[config.mk]
export PLATFORM = sky130hd
export DESIGN_NAME = pc_sequencer
export DESIGN_NICKNAME = d
export VERILOG_FILES = /design/src/rtl/pc_pkg.sv /design/src/rtl/return_addr_stack.sv /design/src/rtl/pc_sequencer.sv
export SDC_FILE = /design/constraint.sdc
export NUM_CORES = 1
export LEC_CHECK = 0
export ABC_AREA = 1
export CORE_AREA = 2 2 181 183
export DETAILED_ROUTE_END_ITERATION = 6
export DIE_AREA = 0 0 183 185
export DONT_BUFFER_PORTS = 1
export SETUP_SLACK_MARGIN = 0.3
export SLEW_MARGIN = 40
export SYNTH_ARGS = -nofsm -noshare
export SYNTH_HDL_FRONTEND = slang
export SYNTH_SLANG_ARGS = --single-unit
[constraint.sdc]
create_clock -name clk -period 5.1 [get_ports clk]
set_input_delay 1.275 -clock clk [delete_from_list [all_inputs] [get_ports clk]]
set_output_delay 1.275 -clock clk [all_outputs]
set_load 0.01 [all_outputs]
[src/rtl/pc_pkg.sv]
// ============================================================================
// Module      : pc_pkg
// Description : Shared next-PC operation codes and default vectors for the
//               KGP-RISC program-counter sequencer.
// Revision    : 1.0 - initial release
// ============================================================================
`default_nettype none

package pc_pkg;

    localparam logic [3:0] PC_SEQ    = 4'd0;
    localparam logic [3:0] PC_JUMP   = 4'd1;
    localparam logic [3:0] PC_JREG   = 4'd2;
    localparam logic [3:0] PC_BRANCH = 4'd3;
    localparam logic [3:0] PC_CALL   = 4'd4;
    localparam logic [3:0] PC_RET    = 4'd5;

    localparam logic [31:0] PC_RESET_VECTOR = 32'h0000_0000;
    localparam logic [31:0] PC_TRAP_VECTOR  = 32'h0000_0080;

endpackage

`default_nettype wire

[src/rtl/return_addr_stack.sv]
// ============================================================================
// Module      : return_addr_stack
// Description : Circular LIFO of return addresses with saturating count and
//               registered overflow/underflow pulses.
// Revision    : 1.0 - initial release
// ============================================================================
`default_nettype none

module return_addr_stack
    import pc_pkg::*;
#(
    parameter int XLEN      = 32,
    parameter int RAS_DEPTH = 4
) (
    input  logic                           clk,
    input  logic                           rst,
    input  logic                           push,
    input  logic                           pop,
    input  logic [XLEN-1:0]                din,
    output logic [XLEN-1:0]                dout,
    output logic [$clog2(RAS_DEPTH):0]     count,
    output logic                           overflow,
    output logic                           underflow
);

    localparam int c_PTR_W = $clog2(RAS_DEPTH);
    localparam int c_CNT_W = c_PTR_W + 1;

    logic [XLEN-1:0]    r_mem [RAS_DEPTH];
    logic [c_PTR_W-1:0] r_ptr;
    logic [c_CNT_W-1:0] r_count;
    logic               r_overflow;
    logic               r_underflow;
    logic [c_PTR_W-1:0] w_top_idx;
    logic               w_full;
    logic               w_empty;

    // r_ptr names the next free slot; when full it also names the oldest entry,
    // so a push there discards the oldest address without extra bookkeeping.
    assign w_top_idx = r_ptr - c_PTR_W'(1);
    assign w_full    = (r_count == c_CNT_W'(RAS_DEPTH));
    assign w_empty   = (r_count == '0);

    always_ff @(posedge clk) begin
        if (push) begin
            r_mem[r_ptr] <= din;
        end
    end

    always_ff @(posedge clk) begin
        if (rst) begin
            r_ptr       <= '0;
            r_count     <= '0;
            r_overflow  <= 1'b0;
            r_underflow <= 1'b0;
        end else begin
            r_overflow  <= 1'b0;
            r_underflow <= 1'b0;
            if (push) begin
                r_ptr      <= r_ptr + c_PTR_W'(1);
                r_overflow <= w_full;
                if (!w_full) begin
                    r_count <= r_count + c_CNT_W'(1);
                end
            end else if (pop) begin
                if (w_empty) begin
                    r_underflow <= 1'b1;
                end else begin
                    r_ptr   <= w_top_idx;
                    r_count <= r_count - c_CNT_W'(1);
                end
            end
        end
    end

    assign dout      = r_mem[w_top_idx];
    assign count     = r_count;
    assign overflow  = r_overflow;
    assign underflow = r_underflow;

endmodule

`default_nettype wire

[src/rtl/pc_sequencer.sv]
// ============================================================================
// Module      : pc_sequencer
// Description : Width-generic fetch-stage program counter with stall,
//               branches, call/return via a return-address stack, and traps.
// Revision    : 1.0 - initial release
// ============================================================================
`default_nettype none

module pc_sequencer
    import pc_pkg::*;
#(
    parameter int              XLEN         = 32,
    parameter int              JADDR_W      = 26,
    parameter int              RAS_DEPTH    = 4,
    parameter logic [XLEN-1:0] RESET_VECTOR = XLEN'(PC_RESET_VECTOR),
    parameter logic [XLEN-1:0] TRAP_VECTOR  = XLEN'(PC_TRAP_VECTOR)
) (
    input  logic                        clk,
    input  logic                        rst,
    input  logic                        stall,
    input  logic                        trap,
    input  logic [3:0]                  pc_control,
    input  logic [JADDR_W-1:0]          jump_address,
    input  logic [XLEN-1:0]             reg_address,
    output logic [XLEN-1:0]             pc,
    output logic [XLEN-1:0]             pc_plus4,
    output logic [XLEN-1:0]             epc,
    output logic [$clog2(RAS_DEPTH):0]  ras_count,
    output logic                        ras_overflow,
    output logic                        ras_underflow
);

    logic [XLEN-1:0] r_pc;
    logic [XLEN-1:0] r_epc;
    logic [XLEN-1:0] w_pc_plus4;
    logic [XLEN-1:0] w_jtgt;
    logic [XLEN-1:0] w_br_off;
    logic [XLEN-1:0] w_reg_tgt;
    logic [XLEN-1:0] w_ras_dout;
    logic [XLEN-1:0] w_next_pc;
    logic            w_advance;
    logic            w_push;
    logic            w_pop;

    assign w_pc_plus4 = r_pc + XLEN'(4);
    assign w_reg_tgt  = reg_address & ~XLEN'(3);
    assign w_br_off   = XLEN'($signed(jump_address)) << 2;

    if (JADDR_W + 2 < XLEN) begin : g_jtgt_upper
        assign w_jtgt = {w_pc_plus4[XLEN-1:JADDR_W+2], jump_address, 2'b00};
    end else begin : g_jtgt_full
        assign w_jtgt = {jump_address, 2'b00};
    end

    // Only an unstalled, untrapped, non-reset cycle may touch the RAS.
    assign w_advance = !rst && !trap && !stall;
    assign w_push    = w_advance && (pc_control == PC_CALL);
    assign w_pop     = w_advance && (pc_control == PC_RET);

    return_addr_stack #(
        .XLEN      (XLEN),
        .RAS_DEPTH (RAS_DEPTH)
    ) u_ras (
        .clk       (clk),
        .rst       (rst),
        .push      (w_push),
        .pop       (w_pop),
        .din       (w_pc_plus4),
        .dout      (w_ras_dout),
        .count     (ras_count),
        .overflow  (ras_overflow),
        .underflow (ras_underflow)
    );

    always_comb begin
        w_next_pc = w_pc_plus4;
        case (pc_control)
            PC_JUMP:   w_next_pc = w_jtgt;
            PC_JREG:   w_next_pc = w_reg_tgt;
            PC_BRANCH: w_next_pc = w_pc_plus4 + w_br_off;
            PC_CALL:   w_next_pc = w_jtgt;
            PC_RET:    w_next_pc = (ras_count != '0) ? w_ras_dout : w_reg_tgt;
            default:   w_next_pc = w_pc_plus4;
        endcase
    end

    always_ff @(posedge clk) begin
        if (rst) begin
            r_pc  <= RESET_VECTOR;
            r_epc <= '0;
        end else if (trap) begin
            r_pc  <= TRAP_VECTOR;
            r_epc <= r_pc;
        end else if (!stall) begin
            r_pc  <= w_next_pc;
        end
    end

    assign pc       = r_pc;
    assign pc_plus4 = w_pc_plus4;
    assign epc      = r_epc;

endmodule

`default_nettype wire

==> impl_metrics.toml, run 1 <==
[setup_path]
rr_worst_depth = 19
critical_path_s_slowest_cell = "sky130_fd_sc_hd__dfxtp_1"
cp-startpoint = "pc[2]"
crit_required_ps = 5430
worst_endpoint_data_arrival_time_ps = 4490
ff2ff_setup_slack_ps = 940
critPathMostFrequentCell = "sky130_fd_sc_hd__nand2_1"
r2r-start = "pc[2]"
cp_max_fo = 6
rr_endpoint = "pc[20]"
setup.worst_path.end = "pc[20]"
critical_path.startpoint_type = "flip-flop"
cp_cell_sequence = "ha_1, nand2_1, nor2_2, nand2_1, nor2_2, xor2_1, inv_1, ha_1, nand2_1, nor2_1, nand3_1, nand3_1, nand3_1, nand2_1, nand2_1, nand3_1, nand3_1, nand2_1, o21ai_0"
critPathCaptureType = "flip-flop"
cpPeakStageDelay_ps = 540
path_class = "flip-flop to flip-flop"

[min_path]
holdCritPathClass = "flip-flop to flip-flop"

[final_layout]
syn2layout_area_growth_pct = 10.2
share_of_the_core_filled_with_cells = 0.390
final_cell_count_no_fill = 1862
finish.instance_area_sq_um = 12500
post_route_cells_drive_above_1_share = 0.0702
finalNetCount = 1544

[clock_network]
clock_tree.htree_level_count = 4
clockBufferDepth = 2
clk_root_buffer_cell = "sky130_fd_sc_hd__clkbuf_16"
cts_resized = 0
cts_post_setup_buffers_inserted = 0
post_cts_hold_buffer_count = 0
cts_tree = "yes"
clock_sink_count = 199
worstSkewPairLatency_ps = 450
path_clk_slew_ps = 80
cts_made_buffers = 17

[timing]
max_slew_margin = 0.409
layout_worst_path_cycle_share = 0.815
hold-worst-slack_ps = 542
final_period_minus_worst_setup_slack_ps = 4160
max_slew.worst_pin.slew_ps = 884
hold_viol_final = 0
finalSetupViolations = 0
setup_total_negative_slack_ps = 0
final.setup_skew_ps = 13.9
maxClockFrequency_ghz = 0.240
rsz0062_at_grt = "false"
slew_violations = 0

[logic_synthesis]
synth_sequential_area_ratio = 0.464
synth_top_cells_by_count = "sky130_fd_sc_hd__nand2_1, sky130_fd_sc_hd__nor2_1, sky130_fd_sc_hd__inv_1"
synthDominantCellAreaShare = 0.339
ys_dominant_reg_cell = "sky130_fd_sc_hd__edfxtp_1"
synth.lib_cells_used.distinct = 51
postSynthAreaPerCell_sq_um = 7.84
yosysWarningCount = 0
synthCells = 1446
synth_edf_count = 128
yosys_register_bits = 199
postSynthNetCount = 1551
yosysTopAreaCell = "sky130_fd_sc_hd__edfxtp_1"
synthesis.area_sq_um = 11300
share_of_flip_flops_with_an_asynchronous_set_or_reset_after_synthesis = 0
synthTopCellsByArea = "sky130_fd_sc_hd__edfxtp_1, sky130_fd_sc_hd__dfxtp_1, sky130_fd_sc_hd__nand2_1, sky130_fd_sc_hd__nor2_1, sky130_fd_sc_hd__o21ai_0"
synth_most_common_cell = "sky130_fd_sc_hd__nand2_1"

[detailed_routing]
wire_per_inst_um = 22.2
ant_nets = 0
drtIter0Drc = 837
totalWireLength_um = 41300
number_of_vias_in_the_routed_layout = 10100
drt_first_pass_iters = 5
viasPerCell = 5.42
drcViolationCount = 0

[floorplan]
core_area_sq_um = 32000
die_width_um = 183
row_count = 66
vert_die_dim_um = 185
starting_utilization_of_the_core_area = 0.354
io_pins = 167
die_outline_area_sq_um = 33900

[global_routing]
grt_max_degree = 69
grt_pass1_wl_um = 60700
gr-total-overflow = 0
vias_in_the_first_global_route = 9549
globalRouteTotalUtil = 0.244
number_of_antenna_violations_at_the_first_check_in_global_routing = 2

[power]
static-leakage-power_nw = 5.15
peakVddDrop_v = 0.000212
pwr_density_cell_nw_per_um2 = 284

[job]
drv_cap = 0

[placement]
postPlaceCellArea_sq_um = 11800
last_weighted_congestion_value_of_the_routability_driven_placer = 0.970
port_buffers = 0
final_hpwl_dp_um = 30800
place.detailed.instances = 1827

[outcome]
status = "complete, no violations"
==> area by class of cell <==
type / instances / area (sq um)
clock buffer: 17 / 425
multi-input combinational: 1032 / 5260
tap: 408 / 510
fill: 3321 / 19600
clock inverter: 15 / 208
timing repair buffer: 23 / 193
antenna: 2 / 5.00
inverter: 166 / 623
sequential: 199 / 5270
==> cell usage in the layout, fill, tap and decap left out, types with 10 or more instances in the layout <==
cell type                     n
sky130_fd_sc_hd__a21oi_1     84
sky130_fd_sc_hd__buf_4       21
sky130_fd_sc_hd__clkbuf_16   17
sky130_fd_sc_hd__dfxtp_1     70
sky130_fd_sc_hd__edfxtp_1   128
sky130_fd_sc_hd__ha_1        37
sky130_fd_sc_hd__inv_1      157
sky130_fd_sc_hd__nand2_1    342
sky130_fd_sc_hd__nand3_1     62
sky130_fd_sc_hd__nor2_1     190
sky130_fd_sc_hd__nor2_4      10
sky130_fd_sc_hd__nor3_1      10
sky130_fd_sc_hd__o21ai_0    145
sky130_fd_sc_hd__o22ai_1     30
sky130_fd_sc_hd__xnor2_1     10
sky130_fd_sc_hd__xor2_1      17
==> report_power, final <==
group,switching (mW),leakage (nW),internal [mW],total [mW]
sequential,0.0351,1.72,1.72,1.76
clock,0.661,0.303,0.793,1.45
combinational,0.235,3.12,0.0965,0.332
total,0.931,5.15,2.61,3.54
==> cell families (layout without fill, tap and decap cells) <==
family | after synthesis | count (layout) | share of synthesized area
other | 0 | 2 | 0
AOI/OAI and AO/OA | 306 | 306 | 0.150
and+or+nand+nor | 660 | 660 | 0.246
xor gates and xnor gates | 27 | 27 | 0.0209
adders and majority gates | 39 | 39 | 0.0444
DFF | 199 | 199 | 0.464
buffers and inverters | 215 | 221 | 0.0745
==> state kept, by name (all words and copies together), names as in the netlist, named ones only <==
| signal | count |
|---|---|
| u_ras.r_mem | 128 |
| epc | 32 |
| pc | 30 |
| u_ras.count | 3 |
| u_ras.r_ptr | 2 |
| u_ras.overflow | 1 |
| u_ras.underflow | 1 |
==> critical path: cells and delay by family, from the launching register on <==
kind                       cells  cell delay [ps]
and+or+nand+nor               14             2040
DFF                            1              540
AOI/OAI and AO/OA              1               80
buffers and inverters          1              310
adders and majority gates      2              680
xor gates and xnor gates       1              380
==> metal layers <==
metal | vias to the layer above | GRT usage | share of wire
met5 | - | 0 | 0
met4 | 0 | 0.111 | 0.046
met3 | 87 | 0.0767 | 0.090
met2 | 382 | 0.414 | 0.47
met1 | 4828 | 0.282 | 0.39
li1 | 4804 | - | -
==> stage by stage <==
| stage | total power, mW | setup slack (ps) |
|---|---|---|
| after floorplan | 2.01 | 1470 |
| after global placement | 2.12 | 1070 |
| after detailed placement | 2.12 | 1080 |
| after CTS | 3.55 | 1040 |
| after global routing | 3.65 | 710 |
| final | 3.54 | 942 |
==> how the worst min path moves through the flow <==
| stage | startpoint | endpoint | depth (start not counted) |
|---|---|---|---|
| CTS | u_ras.count[2] | u_ras.overflow | 2 |
| detailed placement | u_ras.count[2] | u_ras.overflow | 2 |
| global placement | u_ras.count[2] | u_ras.overflow | 2 |
| finish | u_ras.count[2] | u_ras.overflow | 2 |
| global route | u_ras.count[2] | u_ras.overflow | 2 |
| floorplan | pc[24] | pc[24] | 2 |
No activity file was read; power rests on OpenSTA's default activity.
==> run 2, diff against run 1 <==
==> constraint.sdc (replaced) <==
create_clock -name clk -period 4.1 [get_ports clk]
set_input_delay 1.025 -clock clk [delete_from_list [all_inputs] [get_ports clk]]
set_output_delay 1.025 -clock clk [all_outputs]
set_load 0.01 [all_outputs]
==> impl_metrics.toml, run 2 (same netlist as run 1, synthesis figures left out) <==
[power]
static-leakage-power_nw = 5.27
pwr_density_cell_nw_per_um2 = 342
internal-power_mw = 3.11
peakVddDrop_v = 0.000286
share_clk_of_total_power = 0.398
switching_share = 0.282
combPwrFrac = 0.099
pwr-share-seq = 0.503
power.switching_mw = 1.22

[timing]
final_period_minus_worst_setup_slack_ps = 3550
finalSetupViolations = 0
rsz0062_at_grt = "false"
setup_total_negative_slack_ps = 0
layout_worst_path_cycle_share = 0.867
hold-worst-slack_ps = 539
hold_viol_final = 0
final.setup_skew_ps = 13.7
maxClockFrequency_ghz = 0.281
max_slew_margin = 0.505
max_slew.worst_pin.slew_ps = 743
slew_violations = 0
postLayoutSetupSlackWorst_ps = 545

[detailed_routing]
ant_nets = 0
totalWireLength_um = 41200
viasPerCell = 5.36
drcViolationCount = 0
drt_first_pass_iters = 5
number_of_vias_in_the_routed_layout = 10100
drtIter0Drc = 718
wire_per_inst_um = 21.8

[global_routing]
globalRouteTotalUtil = 0.243
grt_max_degree = 69
routing_usage_on_met2 = 0.421
busiest_layer = "met2"
vias_in_the_first_global_route = 9649
gr-total-overflow = 0
grt_util_met1 = 0.276
grt_pass1_wl_um = 60000
number_of_antenna_violations_at_the_first_check_in_global_routing = 1
grt_util_met3 = 0.0785

[clock_network]
clock_sink_count = 199
clk_root_buffer_cell = "sky130_fd_sc_hd__clkbuf_16"
clock_tree.htree_level_count = 4
cts_tree = "yes"
cts_post_setup_buffers_inserted = 0
cts_made_buffers = 17
worstSkewPairLatency_ps = 460
post_cts_hold_buffer_count = 0
path_clk_slew_ps = 80
clockBufferDepth = 2

[final_layout]
largest-register = "u_ras.r_mem"
post_route_cells_drive_above_1_share = 0.0921
finalNetCount = 1568
syn2layout_area_growth_pct = 11.6
final_cell_mix = "sky130_fd_sc_hd__nand2_1, sky130_fd_sc_hd__nor2_1, sky130_fd_sc_hd__inv_1"
commonest_non_fill_non_tap_cell_in_the_layout = "sky130_fd_sc_hd__nand2_1"
share_of_the_core_filled_with_cells = 0.395
number_of_flip_flops_under_the_largest_register_name = 128

[setup_path]
cp-startpoint = "pc[6]"
rr_worst_depth = 17
crit_required_ps = 4450
critical_path.startpoint_type = "flip-flop"
path_class = "flip-flop to flip-flop"
cp_max_fo = 6
r2r-start = "pc[6]"
critPathCaptureType = "flip-flop"
worst_endpoint_data_arrival_time_ps = 3910

[floorplan]
io_pins = 167
die_width_um = 183
die_outline_area_sq_um = 33900
row_count = 66
core_area_sq_um = 32000
vert_die_dim_um = 185
starting_utilization_of_the_core_area = 0.354

[placement]
pre_cts_slack_ps = 459
final_hpwl_dp_um = 30700
last_weighted_congestion_value_of_the_routability_driven_placer = 0.960
port_buffers = 0

[outcome]
status = "complete, no violations"

[min_path]
worstHoldStart = "u_ras.count[2]"
worstHoldPathCells = 2
holdCritPathClass = "flip-flop to flip-flop"

[job]
drv_cap = 0
==> run 2: changes by cell type in the layout (fill, tap and decap cells not counted), sizes merged <==
| cell | change |
|---|---|
| buf | +24 |
| inv | +5 |
| bufinv | -3 |
| clkinvlp | -2 |
==> run 2: path summary, 6_finish.rpt <==
check                                      end  slack, ps
worst min-delay path            u_ras.overflow        540
worst max register to register          pc[29]        550
worst max-delay path                    pc[29]        550
worst min register to register  u_ras.overflow        540
==> run 2: repair_timing <==
item,CTS,global route
setup endpoints to repair,0,12
resized for setup,0,10
hold endpoints to repair,0,0
==> run 2: critical path: stages, from the launching register on <==
cell	delay (ps)
sky130_fd_sc_hd__dfxtp_1	500
sky130_fd_sc_hd__nand2_2	150
sky130_fd_sc_hd__nor2_2	180
sky130_fd_sc_hd__nand2_1	140
sky130_fd_sc_hd__nor2_2	140
sky130_fd_sc_hd__and3_1	210
sky130_fd_sc_hd__xnor2_1	270
sky130_fd_sc_hd__inv_1	270
sky130_fd_sc_hd__ha_1	400
sky130_fd_sc_hd__a21oi_1	250
sky130_fd_sc_hd__o21a_1	160
sky130_fd_sc_hd__nand2_1	100
sky130_fd_sc_hd__a21oi_1	230
sky130_fd_sc_hd__nand3b_1	110
sky130_fd_sc_hd__nand3_1	130
sky130_fd_sc_hd__nand2_1	100
sky130_fd_sc_hd__nand2_1	70
sky130_fd_sc_hd__nand2_1	40
==> run 2: layout make-up <==
class / count / area [sq um]
Fill cell: 3306 / 19400
Multi-Input combinational cell: 1032 / 5290
Sequential cell: 199 / 5270
Inverter: 166 / 623
Tap cell: 408 / 510
Clock buffer: 17 / 425
Timing Repair Buffer: 47 / 353
Clock inverter: 15 / 176
Antenna cell: 2 / 5.00
==> run 2: metrics by stage <==
step	cells	area (sq um)	power (mW)
floorplan	1446	11300	2.50
global route	1884	12600	4.47
CTS	1884	12600	4.35
detailed placement	1852	12000	2.64
global placement	1852	12000	2.64
finish	1886	12700	4.33
==> run 2: metal layers <==
layer	vias up	share of wire
li1	4842	-
met4	0	0.038
met1	4803	0.39
met2	383	0.48
met3	79	0.087
met5	-	0
==> run 2: power by group through the flow <==
| stage | registers (mW) | clock network (mW) | logic, mW |
|---|---|---|---|
| 2_1_floorplan | 2.22 | 0 | 0.278 |
| 3_3_place_gp | 2.22 | 0 | 0.419 |
| 3_5_place_dp | 2.22 | 0 | 0.422 |
| 4_1_cts | 2.18 | 1.75 | 0.425 |
| 5_1_grt | 2.18 | 1.82 | 0.470 |
| 6_report | 2.18 | 1.72 | 0.430 |
==> run 3, diff against run 2 <==
==> constraint.sdc (replaced) <==
create_clock -name clk -period 3 [get_ports clk]
set_input_delay 0.75 -clock clk [delete_from_list [all_inputs] [get_ports clk]]
set_output_delay 0.75 -clock clk [all_outputs]
set_load 0.01 [all_outputs]
==> impl_metrics.toml, run 3 (same netlist as run 1, synthesis figures left out) <==
[final_layout]
post_route_cells_drive_above_1_share = 0.349
nFillCells = 2952
finalNetCount = 1741
syn2layout_area_growth_pct = 39.6
finish.instance_area_sq_um = 15800
share_of_the_core_filled_with_cells = 0.494
largest-register = "u_ras.r_mem"
final_cell_mix = "sky130_fd_sc_hd__nand2_1, sky130_fd_sc_hd__buf_4, sky130_fd_sc_hd__nor2_1"
number_of_flip_flops_under_the_largest_register_name = 128
commonest_non_fill_non_tap_cell_in_the_layout = "sky130_fd_sc_hd__nand2_1"

[power]
pwr_density_cell_nw_per_um2 = 395
post-layout-total-power_mw = 6.26
peakVddDrop_v = 0.000266
static-leakage-power_nw = 6.50

[global_routing]
grt_max_degree = 69
globalRouteTotalUtil = 0.255
grt_pass1_wl_um = 63400
gr-total-overflow = 0
number_of_antenna_violations_at_the_first_check_in_global_routing = 1
vias_in_the_first_global_route = 10400

[setup_path]
critPathMostFrequentCell = "sky130_fd_sc_hd__nand2_1"
ff2ff_setup_slack_ps = -3
cpPeakStageDelay_ps = 360
critical_path_s_slowest_cell = "sky130_fd_sc_hd__dfxtp_2"
worst_endpoint_data_arrival_time_ps = 3390
critical_path.startpoint_type = "flip-flop"
cp_top_family = "simple AND/OR/NAND/NOR gates"
cp_max_fo = 3
crit_required_ps = 3390
critical_path.n_buffers_inverters = 3
cp_cell_sequence = "ha_4, nand2_4, nor2_4, buf_6, nand3_4, inv_4, nand4_1, xor2_2, ha_1, buf_6, nand2_4, nor2_2, nor2_1, nand2_1, a21oi_2, nand2_1, nand2_1, nand3_2, nand2_2, nand2_2, a21oi_2"
critPathCaptureType = "flip-flop"
path_class = "flip-flop to flip-flop"

[timing]
hold_viol_final = 0
rsz0062_at_grt = "true"
max_slew_margin = 0.527
setup_total_negative_slack_ps = -2.76
final_period_minus_worst_setup_slack_ps = 3000
slew_violations = 0
postLayoutSetupSlackWorst_ps = -2.76
layout_worst_path_cycle_share = 1.00
hold-worst-slack_ps = 350
final.setup_skew_ps = 19.4
finalSetupViolations = 1
maxClockFrequency_ghz = 0.333
max_slew.worst_pin.slew_ps = 710

[detailed_routing]
viasPerCell = 5.35
drcViolationCount = 0
totalWireLength_um = 43800
ant_nets = 0
drtIter0Drc = 993
wire_per_inst_um = 21.3
drt_first_pass_iters = 5
number_of_vias_in_the_routed_layout = 11000

[clock_network]
path_clk_slew_ps = 80
clockBufferDepth = 2
clock_tree.htree_level_count = 4
cts_tree = "yes"
clk_root_buffer_cell = "sky130_fd_sc_hd__clkbuf_16"
worstSkewPairLatency_ps = 460
post_cts_hold_buffer_count = 0
clock_sink_count = 199
cts_made_buffers = 17

[placement]
final_hpwl_dp_um = 32500
postPlaceCellArea_sq_um = 13200
port_buffers = 0
last_weighted_congestion_value_of_the_routability_driven_placer = 0.952

[outcome]
violations = "setup timing"
status = "complete, but fails checks"

[floorplan]
core_area_sq_um = 32000
die_outline_area_sq_um = 33900
starting_utilization_of_the_core_area = 0.354
io_pins = 167
row_count = 66
vert_die_dim_um = 185
die_width_um = 183

[job]
drv_cap = 0

[min_path]
holdCritPathClass = "primary input to flip-flop"
## run 3: cell types whose count changed in the layout (fill, tap and decap cells not counted), sizes merged
cell	previous run	this run
buf	47	220
bufinv	0	2
clkinv	5	6
clkinvlp	0	3
diode	2	1
inv	176	170
## run 3: layout make-up
cell class              instances  area (sq um)  share of cell area
multi-input cells            1032          6820               0.431
flip-flops and latches        199          5300               0.335
repair buffers                220          1940               0.123
inverters                     166           656              0.0414
well taps                     408           510              0.0323
clock buffers                  17           425              0.0269
clock inverters                15           169              0.0107
diodes                          1          2.50            0.000158
## run 3: through the flow
step | std cells | setup slack [ps]
2_1_floorplan | 1446 | -107
4_1_cts | 2043 | 46.3
6_report | 2058 | -2.76
5_1_grt | 2057 | -164
3_3_place_gp | 1986 | -237
3_5_place_dp | 1986 | -268
## run 3: worst paths after layout
path | from | depth (start not counted) | endpoint
worst min register to register | pc[26] | 2 | pc[26]
worst max register to register | pc[3] | 21 | pc[30]
worst max-delay path | pc[3] | 21 | pc[30]
worst min-delay path | rst | 1 | pc[7]
## run 3: routing by layer
metal  GRT usage  vias to the layer above  wire (um)
met3      0.0790                      101       4290
met2       0.428                      445      21000
met4       0.105                        2       1910
li1            -                     5188          -
met1       0.303                     5272      16600
met5           0                        -         13
## run 3: where the power goes
group	internal [mW]	switching [mW]	total [mW]	leakage [nW]
Combinational	0.361	0.550	0.911	4.48
Sequential	2.93	0.0402	2.97	1.73
Clock	1.25	1.13	2.38	0.282
Total	4.54	1.72	6.26	6.50
## run 3: what timing repair did
action,in CTS,in global routing
buffers inserted,25,14
resized for setup,251,192
setup endpoints to repair,48,52
cloned,0,0
pin swaps,56,76
